[src/rtl/fact_bus_if.sv]
// CPU-facing register window for the factorial accelerator: holds the operand,
// pulses go to the core, and latches result plus sticky done/err status.
module fact_bus_if #(
    parameter int N_WIDTH    = 4,
    parameter int DATA_WIDTH = 32
) (
    input  logic                  clk,
    input  logic                  rst,
    input  logic                  we,
    input  logic [1:0]            a,
    input  logic [DATA_WIDTH-1:0] wd,
    output logic [DATA_WIDTH-1:0] rd,
    output logic [N_WIDTH-1:0]    fact_n,
    output logic                  fact_go,
    input  logic                  fact_done,
    input  logic                  fact_error,
    input  logic [DATA_WIDTH-1:0] fact_result
);

    localparam logic [1:0] A_N      = 2'd0;
    localparam logic [1:0] A_GO     = 2'd1;
    localparam logic [1:0] A_STATUS = 2'd2;
    localparam logic [1:0] A_RESULT = 2'd3;

    typedef enum logic [1:0] {
        S_IDLE    = 2'd0,
        S_GO      = 2'd1,
        S_WAIT    = 2'd2,
        S_CAPTURE = 2'd3
    } state_t;

    state_t                state_q, state_d;
    logic [N_WIDTH-1:0]    n_q, n_d;
    logic [DATA_WIDTH-1:0] result_q, result_d;
    logic                  done_q, done_d;
    logic                  err_q, err_d;
    logic                  busy;

    assign busy   = (state_q != S_IDLE);
    assign fact_n = n_q;

    always_ff @(posedge clk) begin
        if (rst) begin
            state_q  <= S_IDLE;
            n_q      <= '0;
            result_q <= '0;
            done_q   <= 1'b0;
            err_q    <= 1'b0;
        end else begin
            state_q  <= state_d;
            n_q      <= n_d;
            result_q <= result_d;
            done_q   <= done_d;
            err_q    <= err_d;
        end
    end

    // Bus writes only land in IDLE, so the operand is frozen for a whole run.
    always_comb begin
        state_d  = state_q;
        n_d      = n_q;
        result_d = result_q;
        done_d   = done_q;
        err_d    = err_q;
        fact_go  = 1'b0;
        case (state_q)
            S_IDLE: begin
                if (we && a == A_N) begin
                    n_d = wd[N_WIDTH-1:0];
                end
                if (we && a == A_GO && wd[0]) begin
                    done_d  = 1'b0;
                    err_d   = 1'b0;
                    state_d = S_GO;
                end
            end
            S_GO: begin
                fact_go = 1'b1;
                if (fact_done && fact_error) begin
                    err_d   = 1'b1;
                    done_d  = 1'b1;
                    state_d = S_IDLE;
                end else begin
                    state_d = S_WAIT;
                end
            end
            S_WAIT: begin
                if (fact_done) begin
                    state_d = S_CAPTURE;
                end
            end
            S_CAPTURE: begin
                result_d = fact_result;
                done_d   = 1'b1;
                state_d  = S_IDLE;
            end
            default: begin
                state_d = S_IDLE;
            end
        endcase
    end

    always_comb begin
        rd = '0;
        case (a)
            A_N:      rd[N_WIDTH-1:0] = n_q;
            A_GO:     rd[0] = busy;
            A_STATUS: begin
                rd[0] = done_q;
                rd[1] = err_q;
                rd[2] = busy;
            end
            A_RESULT: rd = result_q;
            default:  rd = '0;
        endcase
    end

endmodule

[config.mk]
export PLATFORM = sky130hd
export DESIGN_NAME = fact_bus_if
export DESIGN_NICKNAME = d
export VERILOG_FILES = /design/src/rtl/fact_bus_if.sv
export SDC_FILE = /design/constraint.sdc
export NUM_CORES = 1
export LEC_CHECK = 0
export CAP_MARGIN = 20
export CORE_ASPECT_RATIO = 2
export CORE_MARGIN = 1.5
export CORE_UTILIZATION = 38
export CTS_CLUSTER_DIAMETER = 120
export DETAILED_ROUTE_END_ITERATION = 16
export GPL_ROUTABILITY_DRIVEN = 0
export PLACE_DENSITY = 0.81
export SLEW_MARGIN = 20
export SYNTH_ARGS = -nofsm -noshare
export SYNTH_HDL_FRONTEND = slang
export SYNTH_SLANG_ARGS = --single-unit
[constraint.sdc]
create_clock -name clk -period 1.45 [get_ports clk]
set_input_delay 0.2175 -clock clk [delete_from_list [all_inputs] [get_ports clk]]
set_output_delay 0.2175 -clock clk [all_outputs]
set_load 0.02 [all_outputs]
==> results.cfg, run 1 <==
[die]
design.core.area_mm2 = 0.00464
num_io_pins = 108
num_rows = 35
die_width_um = 52.4
fp.dieH_um = 102
die_area_mm2 = 0.00534
initial_utilization_pct = 40.0

[drt]
drt-total-wl_um = 4980
routedWlPerCell_um = 13.5
drtAntennaViolNets = 0
vias_per_cell = 4.95
drc = 0
vias = 1826
firstDrtPassIters = 5
drtIter0Drc = 45

[logic_synthesis]
synth_cell_type_count = 27
synth_top_area_share_pct = 43.1
synth-async-reset-ratio_pct = 0
synth_area_leaders = dfxtp_1, nand2_1, and2_1, a21oi_2, a21oi_1
ys.flop_type = dfxtp_1
syn_area_mm2 = 0.00186
synth_top_cell_by_area = dfxtp_1
syn_inst = 226
syn_nets = 302
yosys_warnings = 0
synth_commonest_cells = nand2_1, dfxtp_1, and2_1
synth_edf_count = 0
synth-seq-cells = 40
syn_area_per_cell_um2 = 8.22
yosys.cell_count.top_type = nand2_1
ys_seq_area_share_pct = 43.1

[sta]
whs_ps = 135
period_minus_slack_ps = 1370
maxSlewViolCount = 0
rsz0062_at_grt = true
skew_ps = 4.79
relSlewSlack_pct = 76.6
period_share_pct = 94.4
worstMarginPinSlew_ps = 350
setup_viol = 0
clock.fmax_mhz = 730
final-hold-violation-count = 0

[power_and_ir_drop]
p_leak_nw = 1.11
peakVddDrop_uv = 888
powerDensity_mw_per_mm2 = 773

[critical_path]
required_ps = 1230
crit_path_cell_trace = a222oi_1, nor2_1, buf_4
start_kind = flop
worst_r2r_endpoint = fact_n[1]$_SDFFE_PP0P_
critical_path_class = flop to output port
critPathMaxFanout = 2
slowest_stage = dfxtp_1
critPathArrivalTime_ps = 1150
r2r_cells = 4
cp_slowest_stage_delay_ps = 320
cp-end-kind = output port
ff2ff_setup_slack_ps = 190

[global_routing]
grt_max_degree = 33
grt_antenna_before_repair = 0
gr-total-overflow = 0
grt_pass1_wl_um = 7780
grt_usage_pct = 19.0
grt_pass1_vias = 1770

[clocking]
cts_max_level = 2
cts_hold_buffers = 0
insertion_delay_ps = 280
clock-root-buffer = clkbuf_8
cts_tree = yes
cts_buffers = 5
path_clk_slew_ps = 80
clock_path_buffers = 2
clkSinkCount = 40

[placed_design]
io_buffer_count = 79
dp_hpwl_um = 3600
place_area_mm2 = 0.00278

[final_layout]
stdcell_area_mm2 = 0.00275
drive_gt1_share_pct = 27.1
num_antenna_cells = 0
areaGrowthSynthToFinish_pct = 47.8
final_nets = 389

[flow_run]
drv_cap = 0

[run_status]
status = finished clean

[hold_path]
hold_depth = 2
worstHoldEndpoint = done_q$_SDFFE_PP0P_
min_from = rst
hold_class = primary input to flop
-- layout make-up --
class | count | area (µm²)
inverters | 2 | 7.51
clock buffers | 7 | 86.3
well taps | 55 | 68.8
flip-flops and latches | 40 | 801
clock inverters | 1 | 7.51
fillers | 453 | 1900
repair buffers | 97 | 798
multi-input cells | 167 | 976
-- worst max path at each step --
stage | cells after the start | to | start
global placement | 6 | rd[1] | a[0]
detailed placement | 6 | rd[1] | a[0]
CTS | 6 | rd[1] | a[1]
floorplan | 4 | rd[2] | a[0]
finish | 3 | rd[1] | fact_n[1]$_SDFFE_PP0P_
global route | 3 | rd[1] | fact_n[1]$_SDFFE_PP0P_
-- sequential cells by signal, indices dropped and copies added, names as in the netlist, named ones only --
register  count
fact_n        4
result_q     32
done_q        1
state_q       1
err_q         1
-- worst max-delay path, delay by kind of cell, from the launching register on --
family,cells,cell delay (ps)
and+or+nand+nor,1,70
buffers and inverters,1,160
AOI/OAI and AO/OA,1,310
DFF,1,320
-- cell families after synthesis --
family          synth area share, %
compound gates                 17.5
simple gates                   27.8
flops                          43.1
buf+inv                        6.13
fa+ha+maj                      3.37
mux                            2.16
-- where the power goes --
part,internal (W),switching (W),total (W)
sequential,0.00110,0.00000492,0.00111
combinational,0.000153,0.000102,0.000256
clock,0.000387,0.000372,0.000759
total,0.00164,0.000479,0.00212
-- cell usage in the layout (no fill, tap or decap), types with 6 or more instances in the layout --
| cell | n |
|---|---|
| a21oi_1 | 19 |
| a21oi_2 | 17 |
| and2_1 | 28 |
| buf_2 | 29 |
| buf_4 | 19 |
| clkbuf_8 | 6 |
| clkdlybuf4s50_1 | 39 |
| dfxtp_1 | 40 |
| nand2_1 | 67 |
| nor2_1 | 9 |
-- per-stage QoR --
stage	worst slack [ps]	total power (W)	instances	utilization [%]	TNS, ps
after detailed placement	-801	0.00139	361	59.8	-25280
final	80.5	0.00212	369	59.1	0
after global routing	-10.7	0.00221	369	59.1	-10.7
after CTS	-3.91	0.00215	369	58.9	-3.91
after floorplan	132	0.00121	226	-	0
after global placement	-742	0.00138	361	59.8	-24050
-- per-layer routing --
metal  vias to the layer above  wire, µm  global-route usage [%]
li1                        904         -                       -
met1                       860      1880                    19.5
met2                        54      2850                    36.4
met3                         8       146                    2.49
met4                         0       114                    7.69
met5                         -         0                       0
-- repair_timing --
item / CTS / global route
setup buffers: 0 / 0
resized for setup: 142 / 9
hold endpoints to repair: 0 / 0
pin swaps: 3 / 1
setup endpoints to repair: 42 / 32
No activity file was read; power rests on OpenSTA's default activity.
==> run 2, diff against run 1 <==
--- a/config.mk
+++ b/config.mk
@@ -7,9 +7,8 @@
 export LEC_CHECK = 0
 export CAP_MARGIN = 20
 export CORE_ASPECT_RATIO = 2
-export CORE_MARGIN = 1.5
 export CORE_UTILIZATION = 38
-export CTS_CLUSTER_DIAMETER = 120
+export CTS_CLUSTER_DIAMETER = 150
 export DETAILED_ROUTE_END_ITERATION = 16
 export GPL_ROUTABILITY_DRIVEN = 0
 export PLACE_DENSITY = 0.81
==> results.cfg, run 2 (same netlist as run 1, synthesis figures left out) <==
[run_status]
status = finished clean

[critical_path]
start_kind = flop
critPathMaxFanout = 6
cp-end-kind = output port
cp_slowest_stage_delay_ps = 370
critical_path_class = flop to output port
crit_path_cell_trace = nor2b_1, clkdlybuf4s15_2
critPathArrivalTime_ps = 1160
required_ps = 1230
slowest_stage = dfxtp_2

[clocking]
cts_buffers = 5
insertion_delay_ps = 290
clock_path_buffers = 2
clock-root-buffer = clkbuf_8
clkSinkCount = 40
cts_tree = yes
path_clk_slew_ps = 80
cts_max_level = 2

[drt]
firstDrtPassIters = 4
routedWlPerCell_um = 13.1
drtAntennaViolNets = 0
drtIter0Drc = 22
vias = 1744
vias_per_cell = 4.82
drc = 0
drt-total-wl_um = 4730

[power_and_ir_drop]
p_int_w = 0.00163
swShare_pct = 22.5
p_comb_share_pct = 11.2
powerDensity_mw_per_mm2 = 743
clock_power_share_pct = 36.1
p_switching_w = 0.000473
p_leak_nw = 1.01
power.total_w = 0.00210
peakVddDrop_uv = 676
seqPwrFrac_pct = 52.7

[die]
design.core.area_mm2 = 0.00464
initial_utilization_pct = 40.0
die_width_um = 51.4
num_rows = 35
die_area_mm2 = 0.00519
fp.dieH_um = 101
num_io_pins = 108

[final_layout]
final_nets = 382
regMostFlops = result_q
areaGrowthSynthToFinish_pct = 52.5
fillCellCount = 425
final_cell_mix = nand2_1, dfxtp_1, clkdlybuf4s50_1
seq_area_um2 = 802
num_antenna_cells = 0
mostFrequentLayoutCell = nand2_1
post-route-util_pct = 61.0
multi_input_area_um2 = 981
largest_reg_flops = 32
drive_gt1_share_pct = 24.1

[sta]
relSlewSlack_pct = 77.4
period_minus_slack_ps = 1380
period_share_pct = 95.0
setup_viol = 0
whs_ps = 228
rsz0062_at_grt = false
final-hold-violation-count = 0
skew_ps = 7.86
maxSlewViolCount = 0
worstMarginPinSlew_ps = 340
clock.fmax_mhz = 726

[hold_path]
hold_class = primary input to flop

[global_routing]
grt_antenna_before_repair = 0
grt_usage_pct = 19.6
grt_pass1_wl_um = 7680
gr-total-overflow = 0
grt_max_degree = 33
grt_pass1_vias = 1769

[placed_design]
dp_hpwl_um = 3430
io_buffer_count = 79

[flow_run]
drv_cap = 0
## run 2: cell types whose count changed in the layout (fill, tap and decap cells not counted), sizes merged
cell           change
buf               -34
clkbuf             -1
clkdlybuf4s15     +28
## run 2: worst max-delay path, delay by kind of cell (launching register included)
kind          cells  cell delay, ps
simple gates      1             200
buf+inv           1             300
flops             1             370
## run 2: final cells by class
type / instances / area share [%]
multi-input cells: 167 / 34.6
repair buffers: 90 / 31.0
flip-flops and latches: 40 / 28.3
clock buffers: 7 / 3.05
well taps: 55 / 2.43
clock inverters: 1 / 0.265
inverters: 2 / 0.265
## run 2: path summary, 6_finish.rpt
path	slack (ps)	cells after the start	start	end
min reg2reg	450	2	result_q[5]$_SDFFE_PP0N_	result_q[5]$_SDFFE_PP0N_
max	70	2	state_q[0]$_SDFFE_PP0P_	fact_go
max reg2reg	200	4	flop	result_q[23]$_SDFFE_PP0N_
min	230	2	rst	result_q[31]$_SDFFE_PP0N_
## run 2: power groups by stage
stage | clock (W) | sequential, W | combinational (W)
detailed placement | 0 | 0.00113 | 0.000230
CTS | 0.000784 | 0.00111 | 0.000234
finish | 0.000759 | 0.00111 | 0.000236
floorplan | 0 | 0.00114 | 0.0000698
global route | 0.000840 | 0.00111 | 0.000253
global placement | 0 | 0.00113 | 0.000229
## run 2: repair_timing
action	CTS	global route
buffers inserted	1	0
setup endpoints to repair	41	33
gates resized for setup	110	6
hold buffers	0	0
pin swaps	2	1
gates cloned	0	0
## run 2: through the flow
| step | worst slack [ps] | setup TNS, ps | instances | area [µm²] |
|---|---|---|---|---|
| global route | 14.5 | 0 | 362 | 2830 |
| finish | 72.1 | 0 | 362 | 2830 |
| CTS | -42.7 | -42.7 | 362 | 2830 |
| detailed placement | -788 | -25710 | 353 | 2690 |
| floorplan | 132 | 0 | 226 | 1860 |
| global placement | -757 | -24680 | 353 | 2690 |
## run 2: per-layer routing
| metal | global-route usage [%] | routed length (µm) |
|---|---|---|
| met5 | 0 | 0 |
| met4 | 9.98 | 101 |
| met3 | 3.17 | 169 |
| met2 | 37.8 | 2730 |
| met1 | 18.9 | 1740 |
